### src/rtl/sha256_block_ctrl.sv
// Avalon-MM register front end for one SHA-256 compression core: message buffer,
// start/done sequencing, chaining control, digest capture and a hung-core watchdog.
module sha256_block_ctrl #(
   parameter int TIMEOUT_CYCLES = 1024,
   parameter int CNT_W          = 32
) (
   input  logic         clk,
   input  logic         reset,
   input  logic [4:0]   avs_address,
   input  logic         avs_write,
   input  logic [31:0]  avs_writedata,
   input  logic         avs_read,
   output logic [31:0]  avs_readdata,
   output logic         irq,
   output logic         core_start,
   output logic         core_init,
   output logic [511:0] core_block,
   input  logic         core_done,
   input  logic [255:0] core_digest
);

   localparam int               TMO_W    = $clog2(TIMEOUT_CYCLES + 1);
   localparam logic [TMO_W-1:0] TMO_LAST = TMO_W'(TIMEOUT_CYCLES);

   localparam logic [4:0] ADDR_CTRL   = 5'h10;
   localparam logic [4:0] ADDR_STATUS = 5'h11;
   localparam logic [4:0] ADDR_CNT    = 5'h1A;

   typedef enum logic [1:0] {
      S_IDLE,
      S_START,
      S_WAIT,
      S_CAPTURE
   } state_t;

   state_t           state, state_nxt;
   logic [31:0]      msg    [16];
   logic [31:0]      digest [8];
   logic [CNT_W-1:0] block_cnt;
   logic [TMO_W-1:0] tmo_cnt;
   logic [TMO_W-1:0] tmo_inc;
   logic             init, irq_en, done, err;

   logic             busy, wr_msg, wr_ctrl, wr_status, wr_cnt, start_req;
   logic             timeout, err_set;
   logic [3:0]       dig_off;
   logic [31:0]      rd_data;

   always_comb begin
      busy      = (state != S_IDLE);
      wr_msg    = avs_write && !avs_address[4];
      wr_ctrl   = avs_write && (avs_address == ADDR_CTRL);
      wr_status = avs_write && (avs_address == ADDR_STATUS);
      wr_cnt    = avs_write && (avs_address == ADDR_CNT);
      start_req = wr_ctrl && avs_writedata[0];
      tmo_inc   = tmo_cnt + TMO_W'(1);
      // The last permitted WAIT cycle still accepts core_done; timeout only if it is absent.
      timeout   = (state == S_WAIT) && (tmo_inc == TMO_LAST) && !core_done;
      err_set   = timeout || (busy && (wr_msg || start_req));
   end

   // NOTE: every output of a combinational block gets a default first, so no path can infer a latch.
   always_comb begin
      state_nxt  = state;
      core_start = 1'b0;
      core_init  = 1'b0;
      case (state)
         S_IDLE:    if (start_req) state_nxt = S_START;
         S_START: begin
            core_start = 1'b1;
            core_init  = init;
            state_nxt  = S_WAIT;
         end
         S_WAIT: begin
            if (core_done)    state_nxt = S_CAPTURE;
            else if (timeout) state_nxt = S_IDLE;
         end
         S_CAPTURE: state_nxt = S_IDLE;
         default:   state_nxt = S_IDLE;
      endcase
   end

   always_comb begin
      core_block = '0;
      for (int i = 0; i < 16; i++) core_block[511-32*i -: 32] = msg[i];
   end

   assign irq = irq_en & (done | err);

   // NOTE: the message buffer is register storage with a defined reset value, so it is cleared in the reset branch like any flop.
   // NOTE: state is updated with non-blocking assignments so every flop samples pre-edge values.
   always_ff @(posedge clk or posedge reset) begin
      if (reset) begin
         state     <= S_IDLE;
         tmo_cnt   <= '0;
         init      <= 1'b0;
         irq_en    <= 1'b0;
         done      <= 1'b0;
         err       <= 1'b0;
         block_cnt <= '0;
         for (int i = 0; i < 16; i++) msg[i] <= '0;
         for (int i = 0; i < 8; i++) digest[i] <= '0;
      end else begin
         state <= state_nxt;

         if (state == S_START)     tmo_cnt <= '0;
         else if (state == S_WAIT) tmo_cnt <= tmo_inc;

         if (wr_msg && !busy) msg[avs_address[3:0]] <= avs_writedata;

         if (wr_ctrl) begin
            init   <= avs_writedata[1];
            irq_en <= avs_writedata[2];
         end else if (state == S_CAPTURE) begin
            init <= 1'b0;
         end

         // Hardware set takes priority over a same-cycle software clear.
         if (state == S_CAPTURE)                  done <= 1'b1;
         else if (wr_status && avs_writedata[1])  done <= 1'b0;

         if (err_set)                             err <= 1'b1;
         else if (wr_status && avs_writedata[2])  err <= 1'b0;

         if (wr_cnt)                  block_cnt <= '0;
         else if (state == S_CAPTURE) block_cnt <= block_cnt + CNT_W'(1);

         if (state == S_CAPTURE)
            for (int i = 0; i < 8; i++) digest[i] <= core_digest[255-32*i -: 32];
      end
   end

   always_comb begin
      rd_data = '0;
      dig_off = avs_address[3:0] - 4'd2;
      if (!avs_address[4]) begin
         rd_data = msg[avs_address[3:0]];
      end else begin
         case (avs_address[3:0])
            4'h0: rd_data = {29'd0, irq_en, init, 1'b0};
            4'h1: rd_data = {29'd0, err, done, busy};
            4'h2, 4'h3, 4'h4, 4'h5,
            4'h6, 4'h7, 4'h8, 4'h9: rd_data = digest[dig_off[2:0]];
            4'hA: rd_data = 32'(block_cnt);
            default: rd_data = '0;
         endcase
      end
   end

   always_ff @(posedge clk or posedge reset) begin
      if (reset)         avs_readdata <= '0;
      else if (avs_read) avs_readdata <= rd_data;
   end

endmodule

### config.mk
export PLATFORM = sky130hd
export DESIGN_NAME = sha256_block_ctrl
export DESIGN_NICKNAME = d
export VERILOG_FILES = /design/src/rtl/sha256_block_ctrl.sv
export SDC_FILE = /design/constraint.sdc
export NUM_CORES = 2
export LEC_CHECK = 0
export ABC_CLOCK_PERIOD_IN_PS = 88600
export CAP_MARGIN = 20
export CORE_AREA = 5 5 323 325
export CTS_CLUSTER_DIAMETER = 30
export DETAILED_ROUTE_END_ITERATION = 7
export DIE_AREA = 0 0 328 330
export GPL_TIMING_DRIVEN = 0
export SETUP_SLACK_MARGIN = 0.3
export SLEW_MARGIN = 25
export SYNTH_ARGS = -nofsm -noshare
export SYNTH_HDL_FRONTEND = slang
export SYNTH_SLANG_ARGS = --single-unit
### constraint.sdc
create_clock -name clk -period 88.6 [get_ports clk]
set_input_delay 22.15 -clock clk [delete_from_list [all_inputs] [get_ports clk]]
set_output_delay 22.15 -clock clk [all_outputs]
set_load 0.005 [all_outputs]
==> flow_summary.yaml <==
status:
  outcome: "finished clean"
synth:
  synthTopCellsByCount: "849 x dfrtp_1, 728 x mux2_2, 129 x mux4_2"
  synth_enable_flop_cells: 0
  ys.flop_type: "dfrtp_1"
  avgSynthCellArea_um2: 14.6
  syn-instance-count: 2656
  yosysTopAreaCell: "dfrtp_1"
  synth_area_leaders: "dfrtp_1 55%, mux2_2 21%, mux4_2 7.5%"
  synth-async-reset-ratio: 1.00
  post-synth-top-count-cell: "dfrtp_1"
  syn_area_um2: 38700
  syn_nets: 2962
  ys_warn_count: 0
  ys_seq_area_frac: 0.549
  ys_ff_latch: 849
  synth_cell_types: 70
  synth_top_cell_area_share: 0.549
placed_design:
  port_buffers: 843
  place_area_um2: 49200
  finalWeightedCongestion: 0.861
  dp_hpwl_mm: 129
worst_setup_path:
  path_common_cell: "buf_2"
  worst-endpoint-arrival_ps: 26070
  required_ps: 89190
  critPathKind: "in2reg"
  worstPathCellList: "clkdlybuf4s50_1, buf_2, buf_2, buf_1, mux4_2, a221oi_1, a41oi_1"
  worst_path_largest_cell_delay_ps: 970
  critPathLaunchType: "primary input"
  slowest_stage: "a221oi_1"
  cp-end-kind: "register"
  worstPathMaxFanout: 10
clock_tree:
  clk_pin_slew_worst_paths_ps: 50
  ctsHoldBuffers: 0
  clk_path_buf_depth: 3
  postCtsSetupBuffers: 0
  clk-insertion-delay-late_ps: 810
  numClockSinks: 849
  cts_root_buf: "clkbuf_16"
  cts_made_buffers: 211
  htreeDepth: 4
  cts_tree: "yes"
  post_cts.resized_instances: 0
power_and_ir_drop:
  power_frac_clock: 0.421
  p_sw_frac: 0.289
  p_comb_frac: 0.258
  vdd_drop_max_mv: 0.0196
  p_per_area_nw_per_um2: 33.8
  leakage_nw: 24.7
  net-switching-power_mw: 0.556
  p_int_mw: 1.37
  seqPwrFrac: 0.320
  power.total_mw: 1.92
global_routing:
  grt_use_total: 0.309
  grt_antenna_before_repair: 12
  grt_pass1_wl_mm: 237
  grt_max_degree: 95
  grt_overflow_total: 0
  grt_pass1_vias: 30600
cells_and_area:
  fin_nets: 4040
  stdcell_area_um2: 56900
  num-fill-cells: 8396
  drive_gt1_frac: 0.351
  area_growth_pct: 47.0
detailed_routing:
  drt_pass1_iterations: 5
  drt_iter0_drc: 1845
  drc: 0
  wl_per_cell_um: 32.2
  drt-total-wl_mm: 170
  vias_per_cell: 5.45
  via_count: 28800
  antenna_left: 0
timing:
  skew_ps: 51.7
  finalCritPeriodShare: 0.288
  slew-limit-headroom: 0.212
  setup_tns_ps: 0
  hold_viol: 0
  setup_viol: 0
  rsz0062_at_grt: "no"
  finalMaxSlewViolations: 0
  fin_crit_ps: 25490
  fmax_mhz: 39.2
  worst_slew_pin_slew_ps: 1180
floorplanning:
  dieArea_um2: 108000
  core_area_um2: 101000
  initial_utilization: 0.382
  die_w_um: 328
  num_rows: 117
  ios: 845
  die_height_um: 330
job:
  drv_cap: 0
worst_hold_path:
  hold_class: "reg2reg"
## cells by family after synthesis
| group | count (synthesis) | share of synthesized area |
|---|---|---|
| xor gates and xnor gates | 34 | 0.00770 |
| muxes | 1021 | 0.332 |
| buffers and inverters | 227 | 0.0277 |
| and+or+nand+nor | 285 | 0.0378 |
| DFF | 849 | 0.549 |
| AOI/OAI and AO/OA | 232 | 0.0435 |
| adders and majority gates | 8 | 0.00259 |
## flip-flops by register name, indices dropped and copies added (netlist names)
name	cells
core_block	512
digest	256
avs_readdata	32
block_cnt	32
tmo_cnt	11
state	2
done	1
err	1
init	1
irq_en	1
## cell type report
| cell class | count | area (um2) | area share |
|---|---|---|---|
| clock inverter | 113 | 1670 | 0.0293 |
| clock buffer | 285 | 5930 | 0.104 |
| inverter | 15 | 63.8 | 0.00112 |
| tap | 1368 | 1710 | 0.0301 |
| multi-input combinational | 1580 | 16400 | 0.289 |
| antenna | 6 | 15.0 | 0.000264 |
| timing repair buffer | 865 | 8790 | 0.155 |
| sequential | 849 | 21200 | 0.374 |
| buffer | 212 | 1020 | 0.0180 |
## power groups by stage
stage	clock network, mW	logic, mW	registers (mW)
6_report	0.810	0.496	0.616
5_1_grt	0.841	0.526	0.631
4_1_cts	0.818	0.501	0.615
3_5_place_dp	0	0.498	0.618
3_3_place_gp	0	0.490	0.617
2_1_floorplan	0	0.242	0.596
## cells in the final DEF, fill, tap and decap left out, types with 9 or more instances in the layout
cell type / instances
nand2b_1: 9
clkinvlp_4: 25
buf_4: 21
xnor2_1: 19
a22oi_1: 22
a21oi_1: 22
inv_1: 12
clkbuf_1: 107
nor2_1: 94
dfrtp_1: 849
clkbuf_16: 213
o21ai_0: 31
bufinv_16: 32
a41oi_1: 24
a211oi_1: 15
a22o_1: 24
buf_2: 81
nand4_1: 9
clkdlybuf4s50_1: 843
buf_1: 41
mux2i_1: 98
o22ai_1: 33
buf_16: 10
and2_1: 17
nand2_1: 58
buf_6: 10
nand3_1: 34
mux2_2: 728
a221oi_1: 22
clkinv_2: 42
mux2_1: 66
clkbuf_8: 33
mux4_2: 129
xor2_1: 15
## through the flow
step / instances / utilization / worst slack (ps) / hold slack, ps
2_1_floorplan: 2656 / - / 42600 / 473
5_1_grt: 5291 / 0.562 / 63030 / 508
4_1_cts: 5287 / 0.562 / 63100 / 498
3_5_place_dp: 4889 / 0.487 / 62300 / 488
3_3_place_gp: 4867 / 0.483 / 30750 / 482
6_report: 5293 / 0.562 / 63110 / 497
## worst paths after layout
path	end	slack (ps)	cells after the start	startpoint
max	avs_readdata[14]	63110	7	avs_address[1]
min	digest[140]	500	1	digest[140]
max reg2reg	digest[242]	85240	5	state[1]
min reg2reg	digest[140]	500	1	digest[140]
max in group asynchronous	core_block[299]	64840	6	reset
min in group asynchronous	digest[18]	21720	2	reset
## routing by layer
metal | global-route usage | vias to the layer above | part of all wire
met4 | 0.106 | 8 | 0.033
li1 | - | 12200 | -
met2 | 0.521 | 1169 | 0.49
met5 | 0 | - | 0.00035
met1 | 0.371 | 15200 | 0.39
met3 | 0.107 | 249 | 0.085
## critical path: cells and delay by family
kind,cells,cell delay (ps)
buf+inv,4,2260
compound gates,2,1190
mux,1,450
Note: power is estimated with default switching activity, not from simulation.
